`config.mk`:
```
export PLATFORM = sky130hd
export DESIGN_NAME = unified_mem_arbiter_flat
export DESIGN_NICKNAME = d
export VERILOG_FILES = /design/src/rtl/unified_mem_arbiter_pkg.sv /design/src/rtl/unified_mem_arbiter_if.sv /design/src/rtl/unified_mem_arbiter_en_res_ff.sv /design/src/rtl/unified_mem_arbiter.sv /design/src/flat_wrapper.sv
export SDC_FILE = /design/constraint.sdc
export NUM_CORES = 1
export LEC_CHECK = 0
export ABC_AREA = 1
export BUFFER_PORTS_ARGS = -buffer_cell sky130_fd_sc_hd__buf_2
export CORE_ASPECT_RATIO = 0.5
export CORE_MARGIN = 4
export CORE_UTILIZATION = 45
export CTS_CLUSTER_SIZE = 28
export DETAILED_ROUTE_END_ITERATION = 6
export PLACE_DENSITY_LB_ADDON = 0.12
export SKIP_CTS_REPAIR_TIMING = 1
export SYNTH_ARGS = -nofsm -noshare
export SYNTH_HDL_FRONTEND = slang
export SYNTH_SLANG_ARGS = --single-unit
```
`constraint.sdc`:
```
create_clock -name clk -period 3.3 [get_ports clk]
set_input_delay 0.66 -clock clk [delete_from_list [all_inputs] [get_ports clk]]
set_output_delay 0.66 -clock clk [all_outputs]
set_load 0.05 [all_outputs]
```
`src/rtl/unified_mem_arbiter_pkg.sv`:
```
// Shared types for the unified memory arbiter: FSM state encoding and grant policy.
// Data-side priority is a package constant so the fetch/data ordering is visible in one place.
package unified_mem_arbiter_pkg;

    typedef enum logic [1:0] {
        IDLE   = 2'd0,
        BUSY_D = 2'd1,
        BUSY_F = 2'd2
    } arb_state_t;

    localparam bit ARB_DATA_PRIORITY = 1'b1;

endpackage

```
`src/rtl/unified_mem_arbiter_if.sv`:
```
// Pipeline-side (fetch/data) and memory-side signals of the unified memory arbiter.
// master = arbiter view; slave = the surrounding pipeline plus memory model.
interface unified_mem_arbiter_if #(
    parameter int ADDR_W = 32,
    parameter int DATA_W = 32
);
    logic              FetchReqF;
    logic [ADDR_W-1:0] PCF;
    logic              DataReqM;
    logic              MemWriteM;
    logic [ADDR_W-1:0] ALUResultM;
    logic [DATA_W-1:0] WriteDataM;
    logic [DATA_W-1:0] InstrF;
    logic [DATA_W-1:0] ReadDataM;
    logic              StallF;
    logic              StallM;
    logic              MemReq;
    logic              MemWe;
    logic [ADDR_W-1:0] MemAddr;
    logic [DATA_W-1:0] MemWData;
    logic              MemReady;
    logic [DATA_W-1:0] MemRData;

    modport master (
        input  FetchReqF, PCF, DataReqM, MemWriteM, ALUResultM, WriteDataM,
        input  MemReady, MemRData,
        output InstrF, ReadDataM, StallF, StallM,
        output MemReq, MemWe, MemAddr, MemWData
    );

    modport slave (
        output FetchReqF, PCF, DataReqM, MemWriteM, ALUResultM, WriteDataM,
        output MemReady, MemRData,
        input  InstrF, ReadDataM, StallF, StallM,
        input  MemReq, MemWe, MemAddr, MemWData
    );
endinterface

```
`src/rtl/unified_mem_arbiter_en_res_ff.sv`:
```
// Register with load enable and synchronous active-high clear; 1-cycle latency, holds while i_en=0.
module en_res_ff #(
    parameter int W = 1
) (
    input  logic         clk,
    input  logic         reset,
    input  logic         i_en,
    input  logic [W-1:0] i_d,
    output logic [W-1:0] o_q
);

    always_ff @(posedge clk) begin
        if (reset) begin
            o_q <= '0;
        end else if (i_en) begin
            o_q <= i_d;
        end
    end

endmodule

```
`src/rtl/unified_mem_arbiter.sv`:
```
// Single-port memory shared by fetch and data; data wins in IDLE, no preemption once granted.
// Zero-wait access completes in its grant cycle; MemReady=0 holds the latched command and stalls.
module unified_mem_arbiter
    import unified_mem_arbiter_pkg::*;
#(
    parameter int ADDR_W = 32,
    parameter int DATA_W = 32
) (
    input  logic                  clk,
    input  logic                  reset,
    unified_mem_arbiter_if.master bus
);

    localparam int CMD_W = 1 + ADDR_W + DATA_W;

    arb_state_t        r_state;
    arb_state_t        w_state_nxt;
    logic              r_data_done;
    logic              r_fetch_done;

    logic              w_data_pend;
    logic              w_fetch_pend;
    logic              w_grant_d;
    logic              w_grant_f;
    logic              w_req;
    logic [CMD_W-1:0]  w_cmd;
    logic [CMD_W-1:0]  r_cmd;
    logic              w_cmd_we;
    logic [ADDR_W-1:0] w_cmd_addr;
    logic [DATA_W-1:0] w_cmd_wdata;
    logic              w_xfer;
    logic              w_cmp_d;
    logic              w_cmp_f;
    logic              w_stall_m;
    logic              w_stall_f;
    logic [DATA_W-1:0] w_instr;
    logic [DATA_W-1:0] w_rdata;

    assign w_data_pend  = bus.DataReqM  & ~r_data_done;
    assign w_fetch_pend = bus.FetchReqF & ~r_fetch_done;
    assign w_stall_m    = w_data_pend;
    assign w_stall_f    = w_fetch_pend | w_stall_m;

    always_ff @(posedge clk) begin
        if (reset) begin
            r_state <= IDLE;
        end else begin
            r_state <= w_state_nxt;
        end
    end

    // In IDLE without a grant the bus shows the stale latched command with MemReq low.
    always_comb begin
        w_state_nxt = r_state;
        w_grant_d   = 1'b0;
        w_grant_f   = 1'b0;
        w_req       = 1'b0;
        w_cmd       = r_cmd;
        case (r_state)
            IDLE: begin
                if (w_data_pend && (ARB_DATA_PRIORITY || !w_fetch_pend)) begin
                    w_grant_d = 1'b1;
                    w_req     = 1'b1;
                    w_cmd     = {bus.MemWriteM, bus.ALUResultM, bus.WriteDataM};
                    if (!bus.MemReady) begin
                        w_state_nxt = BUSY_D;
                    end
                end else if (w_fetch_pend) begin
                    w_grant_f = 1'b1;
                    w_req     = 1'b1;
                    w_cmd     = {1'b0, bus.PCF, {DATA_W{1'b0}}};
                    if (!bus.MemReady) begin
                        w_state_nxt = BUSY_F;
                    end
                end
            end
            BUSY_D, BUSY_F: begin
                w_req = 1'b1;
                if (bus.MemReady) begin
                    w_state_nxt = IDLE;
                end
            end
            default: w_state_nxt = IDLE;
        endcase
    end

    assign {w_cmd_we, w_cmd_addr, w_cmd_wdata} = w_cmd;

    assign w_xfer  = w_req & bus.MemReady;
    assign w_cmp_d = w_xfer & (w_grant_d | (r_state == BUSY_D));
    assign w_cmp_f = w_xfer & (w_grant_f | (r_state == BUSY_F));

    en_res_ff #(.W(CMD_W)) u_cmd_latch (
        .clk   (clk),
        .reset (reset),
        .i_en  (w_grant_d | w_grant_f),
        .i_d   (w_cmd),
        .o_q   (r_cmd)
    );

    en_res_ff #(.W(DATA_W)) u_instr (
        .clk   (clk),
        .reset (reset),
        .i_en  (w_cmp_f),
        .i_d   (bus.MemRData),
        .o_q   (w_instr)
    );

    en_res_ff #(.W(DATA_W)) u_rdata (
        .clk   (clk),
        .reset (reset),
        .i_en  (w_cmp_d & ~w_cmd_we),
        .i_d   (bus.MemRData),
        .o_q   (w_rdata)
    );

    // Done flags mask re-issue until the owning stage advances or withdraws its request.
    always_ff @(posedge clk) begin
        if (reset) begin
            r_data_done  <= 1'b0;
            r_fetch_done <= 1'b0;
        end else begin
            if (w_cmp_d) begin
                r_data_done <= 1'b1;
            end else if (!w_stall_m || !bus.DataReqM) begin
                r_data_done <= 1'b0;
            end
            if (w_cmp_f) begin
                r_fetch_done <= 1'b1;
            end else if (!w_stall_f || !bus.FetchReqF) begin
                r_fetch_done <= 1'b0;
            end
        end
    end

    assign bus.MemReq    = w_req;
    assign bus.MemWe     = w_cmd_we;
    assign bus.MemAddr   = w_cmd_addr;
    assign bus.MemWData  = w_cmd_wdata;
    assign bus.InstrF    = w_instr;
    assign bus.ReadDataM = w_rdata;
    assign bus.StallM    = w_stall_m;
    assign bus.StallF    = w_stall_f;

endmodule

```
`src/flat_wrapper.sv`:
```
// flat-port wrapper written by rule: the top's interface ports become plain ports
module unified_mem_arbiter_flat import unified_mem_arbiter_pkg::*;
#(
    parameter int ADDR_W = 32,
    parameter int DATA_W = 32
)
  (clk, reset, bus_FetchReqF, bus_PCF, bus_DataReqM, bus_MemWriteM, bus_ALUResultM, bus_WriteDataM, bus_MemReady, bus_MemRData, bus_InstrF, bus_ReadDataM, bus_StallF, bus_StallM, bus_MemReq, bus_MemWe, bus_MemAddr, bus_MemWData);
  unified_mem_arbiter_if #(.ADDR_W(ADDR_W), .DATA_W(DATA_W)) bus_i ();
  input  logic clk;
  input  logic reset;
  input wire logic [$bits(bus_i.FetchReqF)-1:0] bus_FetchReqF;
  input wire logic [$bits(bus_i.PCF)-1:0] bus_PCF;
  input wire logic [$bits(bus_i.DataReqM)-1:0] bus_DataReqM;
  input wire logic [$bits(bus_i.MemWriteM)-1:0] bus_MemWriteM;
  input wire logic [$bits(bus_i.ALUResultM)-1:0] bus_ALUResultM;
  input wire logic [$bits(bus_i.WriteDataM)-1:0] bus_WriteDataM;
  input wire logic [$bits(bus_i.MemReady)-1:0] bus_MemReady;
  input wire logic [$bits(bus_i.MemRData)-1:0] bus_MemRData;
  output wire logic [$bits(bus_i.InstrF)-1:0] bus_InstrF;
  output wire logic [$bits(bus_i.ReadDataM)-1:0] bus_ReadDataM;
  output wire logic [$bits(bus_i.StallF)-1:0] bus_StallF;
  output wire logic [$bits(bus_i.StallM)-1:0] bus_StallM;
  output wire logic [$bits(bus_i.MemReq)-1:0] bus_MemReq;
  output wire logic [$bits(bus_i.MemWe)-1:0] bus_MemWe;
  output wire logic [$bits(bus_i.MemAddr)-1:0] bus_MemAddr;
  output wire logic [$bits(bus_i.MemWData)-1:0] bus_MemWData;
  assign bus_i.FetchReqF = bus_FetchReqF;
  assign bus_i.PCF = bus_PCF;
  assign bus_i.DataReqM = bus_DataReqM;
  assign bus_i.MemWriteM = bus_MemWriteM;
  assign bus_i.ALUResultM = bus_ALUResultM;
  assign bus_i.WriteDataM = bus_WriteDataM;
  assign bus_i.MemReady = bus_MemReady;
  assign bus_i.MemRData = bus_MemRData;
  assign bus_InstrF = bus_i.InstrF;
  assign bus_ReadDataM = bus_i.ReadDataM;
  assign bus_StallF = bus_i.StallF;
  assign bus_StallM = bus_i.StallM;
  assign bus_MemReq = bus_i.MemReq;
  assign bus_MemWe = bus_i.MemWe;
  assign bus_MemAddr = bus_i.MemAddr;
  assign bus_MemWData = bus_i.MemWData;
  unified_mem_arbiter #(.ADDR_W(ADDR_W), .DATA_W(DATA_W)) u_core (.clk(clk), .reset(reset), .bus(bus_i));
endmodule
```
# Word-level counts from Yosys, hierarchy flattened
# Cells that the tools add are included.
[op_classes] reduce_logical=11 n_eq_ne=6 n_bitwise=13 n_mux=20
[ops] cell="65-bit two-way mux" n=3
[ops] cell="1-bit two-way mux" n=10
[ops] cell="2-bit two-way mux" n=5
[ops] cell="1-bit AND" n=6
[ops] cell="3-bit != test, second input constant" n=2
[ops] cell="1-bit zero test" n=4
[ops] cell="1-bit bitwise OR" n=4
[ops] cell="2-bit case mux with 2 select lines" n=1
[ops] cell="4-bit AND reduction" n=1
[ops] cell="2-bit nonzero test" n=2
[ops] cell="3-bit by 1-bit != test with 1-bit output, second input constant" n=1
[ops] cell="1-bit inverter" n=3
[ops] cell="2-bit by 1-bit equality test with 1-bit output, second input constant" n=1
[ops] cell="2-bit equality test, second input constant" n=1
[ops] cell="2-bit zero test" n=1
[ops] cell="1-bit logical OR" n=2
[ops] cell="2-bit != test, second input constant" n=1
[ops] cell="1-bit case mux with 2 select lines" n=1
[ops] cell="2-bit OR reduction" n=1
[word_totals] output_inout_bits=132 elab_cells=56 regBits=133 inputBits=134

# Logic depth before layout (Yosys ltp)
[depth] word_depth=8 ltp_mapped=12 depth_no_buf=10

# Cells and area by module
# A second synthesis with hierarchy kept.
[unflattened] hier_cells=1050 area_unflattened_um2=6625.1
[modules_own_cells] mod="en_res_ff (u_core.u_instr ...)" area_per_inst_um2=1338.8 n_inst=2 seq_area_each_um2=640.6 cells_per_inst=203
[modules_own_cells] mod="en_res_ff (u_core.u_cmd_latch)" area_per_inst_um2=2643.8 n_inst=1 seq_area_each_um2=1301.2 cells_per_inst=412
[modules_own_cells] mod="unified_mem_arbiter" area_per_inst_um2=1303.8 n_inst=1 seq_area_each_um2=80.1 cells_per_inst=232

# Worst setup path after synthesis
# No wires, ideal clock.
[synth_timing] kind="in2out" from="in bus_DataReqM" to="out bus_MemAddr[3]" cell_stages=7 path_buffers=2 path_slack_ns=0.548 required_time_ns=2.640 arrival_time_ns=2.092 cell_sequence="nand2_4 nand2_2 nand2_2 buf_2 buf_2 a22oi_1 o21ai_1"
[synth_via] elab_chain_cells=3
[synth_lines] element="from (decl)" line="flat_wrapper.sv:13" source="input wire logic [$bits(bus_i.DataReqM)-1:0] bus_DataReqM;"
[synth_lines] element="1-bit AND" line="unified_mem_arbiter.sv:39" source="assign w_data_pend = bus.DataReqM & ~r_data_done;"
[synth_lines] element="65-bit two-way mux" line="unified_mem_arbiter.sv:61" source="if (w_data_pend && (ARB_DATA_PRIORITY || !w_fetch_pend)) begin"
[synth_lines] element="65-bit two-way mux" line="unified_mem_arbiter.sv:59" source="case (r_state)"
[synth_lines] element="to (decl)" line="flat_wrapper.sv:25" source="output wire logic [$bits(bus_i.MemAddr)-1:0] bus_MemAddr;"
# Every way passes these cells.

# Worst setup path in the final report
[layout_timing] from="reg u_core.r_state[0]" to="out bus_MemAddr[3]"
[layout_via] elab_chain_cells=2
[layout_lines] element="from (decl)" line="unified_mem_arbiter.sv:16" source="arb_state_t r_state;"
[layout_lines] element="from (signal assigned)" line="unified_mem_arbiter.sv:48" source="r_state <= w_state_nxt;"
[layout_lines] element="2-bit zero test" line="unified_mem_arbiter.sv:59"
[layout_lines] element="65-bit two-way mux" line="unified_mem_arbiter.sv:59"
# Every way passes these cells.

==> flow_metrics.py <==
metrics = {
    "detailed_routing": {
        "wire_per_inst_um": 13.6,
        "drt-initial-drc-count": 321,
        "ant_nets": 0,
        "vias": 5643,
        "viasPerCell": 4.75,
        "firstDrtPassIters": 5,
        "wl_um": 16200,
        "drc": 0,
    },
    "global_route": {
        "grt_pass1_wl_um": 25800,
        "antenna_found_initial": 1,
        "grt-ovfl-total": 0,
        "grt_pass1_vias": 5401,
        "grt_max_degree": 68,
        "grt_usage_pct": 22.4,
    },
    "cts": {
        "htreeDepth": 4,
        "cts_tree": "built",
        "clkTransAtPathRegs_ns": 0.06,
        "max-clock-path-buffers": 2,
        "clk_latency_ns": 0.40,
        "cts_buffers": 17,
        "cts.sinks": 133,
        "cts_root_buf": "clkbuf_16",
    },
    "critical_path": {
        "crit_fanout": 12,
        "path_class": "reg -> out",
        "rrSetupSlack_ns": 0.88,
        "cp-end-kind": "output pin",
        "r2r-end": "u_core.u_instr.o_q[30]",
        "timing.rr.start": "u_core.r_state[0]",
        "crit_path_start_kind": "flop",
        "cp_data_arrival_time_ns": 2.40,
        "cp_data_required_time_ns": 2.64,
        "rr_worst_depth": 9,
    },
    "floorplan": {
        "die_h_um": 86.5,
        "rows": 28,
        "io_pins": 266,
        "core_area_um2": 11900,
        "chipWidth_um": 165,
        "initial_core_util_pct": 46.5,
        "die-area_um2": 14300,
    },
    "placed_design": {
        "hpwlAfterDp_um": 11400,
        "gp_congestion": 0.826,
        "port_buffers": 265,
    },
    "cells_and_area": {
        "area_delta_synth_final_pct": 35.6,
        "antennaDiodeCount": 0,
        "drive_above_1_share_pct": 31.8,
        "fin_nets": 1149,
    },
    "min_path": {
        "min-delay-start": "u_core.u_rdata.o_q[2]",
        "min_to": "u_core.u_rdata.o_q[2]",
        "hp-class": "reg -> reg",
        "whs_path_depth": 2,
    },
    "synthesis": {
        "synth-seq-cells": 133,
        "synthFlopType": "dfxtp_1",
        "synth_top_cells_by_count": "163 x nor2_1, 133 x dfxtp_1, 117 x nand2_1, 113 x inv_1, 56 x nand3_1",
        "syn_nets": 904,
        "synth_cells": 766,
        "synth_top_area_cell": "dfxtp_1",
        "ys_top_cells_by_area": "dfxtp_1 48%, nor2_1 11%, nand2_1 7.9%",
        "synth_seq_area_share_pct": 48.1,
        "async_flop_share_pct": 0,
        "synth_most_common_cell": "nor2_1",
        "synth_top_area_share_pct": 48.1,
        "synthDistinctLibCells": 26,
        "syn_avg_cell_area_um2": 7.23,
        "syn_area_um2": 5540,
        "synth_edf_count": 0,
        "ys_warn_count": 0,
    },
    "timing": {
        "setup_violations": 0,
        "fmax_mhz": 327,
        "worst_clock_skew_ns": 0.00924,
        "final.setup.tns_ns": 0,
        "worst_slew_pin_slew_ns": 0.620,
        "finalMaxSlewViolations": 0,
        "min_period_ns": 3.06,
        "rsz0062_at_grt": "false",
        "post-route-period-util_pct": 92.6,
        "relSlewSlack_pct": 58.6,
        "timing.final.hold_violations": 0,
    },
    "pwr": {
        "switching_share_pct": 50.3,
        "p_int_w": 0.00401,
        "p_sw_w": 0.00405,
        "p_leak_nw": 4.26,
        "p_total_w": 0.00806,
        "cellPowerDensity_nw_per_um2": 1070,
        "p_comb_share_pct": 50.8,
        "ir_worst_vdd_mv": 0.487,
        "p_seq_share_pct": 26.7,
        "p_clk_share_pct": 22.5,
    },
    "flow_run": {
        "drv_cap": 0,
    },
    "outcome": {
        "status": "complete, no violations",
    },
}
power by group through the flow:
stage          clock, W  sequential (W)  combinational, W
2_1_floorplan         0         0.00292           0.00246
3_3_place_gp          0         0.00218           0.00408
3_5_place_dp          0         0.00219           0.00412
4_1_cts         0.00185         0.00215           0.00413
5_1_grt         0.00194         0.00219           0.00440
6_report        0.00181         0.00215           0.00409
cells in the final DEF, fill, tap and decap left out, types with 9 or more instances in the layout:
master,instances
inv_1,113
nand2_1,117
o21ai_1,41
nand4_1,23
nand3_1,56
nor2_1,163
a22oi_1,42
clkbuf_16,17
buf_2,265
buf_4,9
dfxtp_1,133
registers in the layout (all words and copies together), names as in the netlist:
| register | count |
|---|---|
| u_core.u_cmd_latch.o_q | 65 |
| u_core.r_state | 2 |
| u_core.r_data_done | 1 |
| u_core.u_rdata.o_q | 32 |
| u_core.u_instr.o_q | 32 |
| u_core.r_fetch_done | 1 |
how the worst max path moves through the flow:
stage,startpoint,endpoint
2_1_floorplan,bus_DataReqM,bus_MemAddr[3]
3_3_place_gp,bus_DataReqM,bus_MemAddr[14]
3_5_place_dp,bus_FetchReqF,bus_MemAddr[9]
4_1_cts,u_core.r_state[0],bus_MemAddr[9]
5_1_grt,u_core.r_state[0],bus_MemAddr[23]
6_report,u_core.r_state[0],bus_MemAddr[3]
cells by family (layout without fill, tap and decap cells):
| kind of cell | after synthesis | in the layout | synth area share (%) |
|---|---|---|---|
| AOI/OAI and AO/OA | 88 | 88 | 9.91 |
| DFF | 133 | 133 | 48.1 |
| buffers and inverters | 170 | 428 | 12.6 |
| adders and majority gates | 4 | 4 | 0.903 |
| and+or+nand+nor | 371 | 371 | 28.5 |
routing by layer:
metal	global-route usage, %	up-vias	wire, um
li1	-	2899	-
met5	0	-	7
met4	6.64	2	264
met2	39.5	171	7910
met1	26.1	2545	6630
met3	7.51	26	1360
through the flow:
| stage | util, % | cells | worst slack (ns) | cell area (um2) | hold slack [ns] |
|---|---|---|---|---|---|
| floorplan | - | 766 | 0.548 | 5540 | 0.460 |
| global placement | 58.2 | 1157 | 0.553 | 6930 | 0.456 |
| detailed placement | 58.2 | 1157 | 0.456 | 6930 | 0.466 |
| CTS | 63.1 | 1189 | 0.166 | 7510 | 0.479 |
| global route | 63.1 | 1189 | 0.0636 | 7510 | 0.494 |
| finish | 63.1 | 1189 | 0.244 | 7510 | 0.475 |
area by class of cell:
class,instances,area [um2]
clock inverter,13,125
multi-input combinational,463,2180
sequential,133,2660
inverter,120,450
fill,1176,4400
timing repair buffer,276,1430
tap,165,206
clock buffer,19,453
worst max-delay path: stages (launching register included):
cell,delay (ns)
dfxtp_1,0.33
inv_1,0.11
ha_1,0.41
buf_4,0.27
nand3_2,0.29
o21ai_1,0.28
buf_2,0.31
No activity file was read; power rests on OpenSTA's default activity.
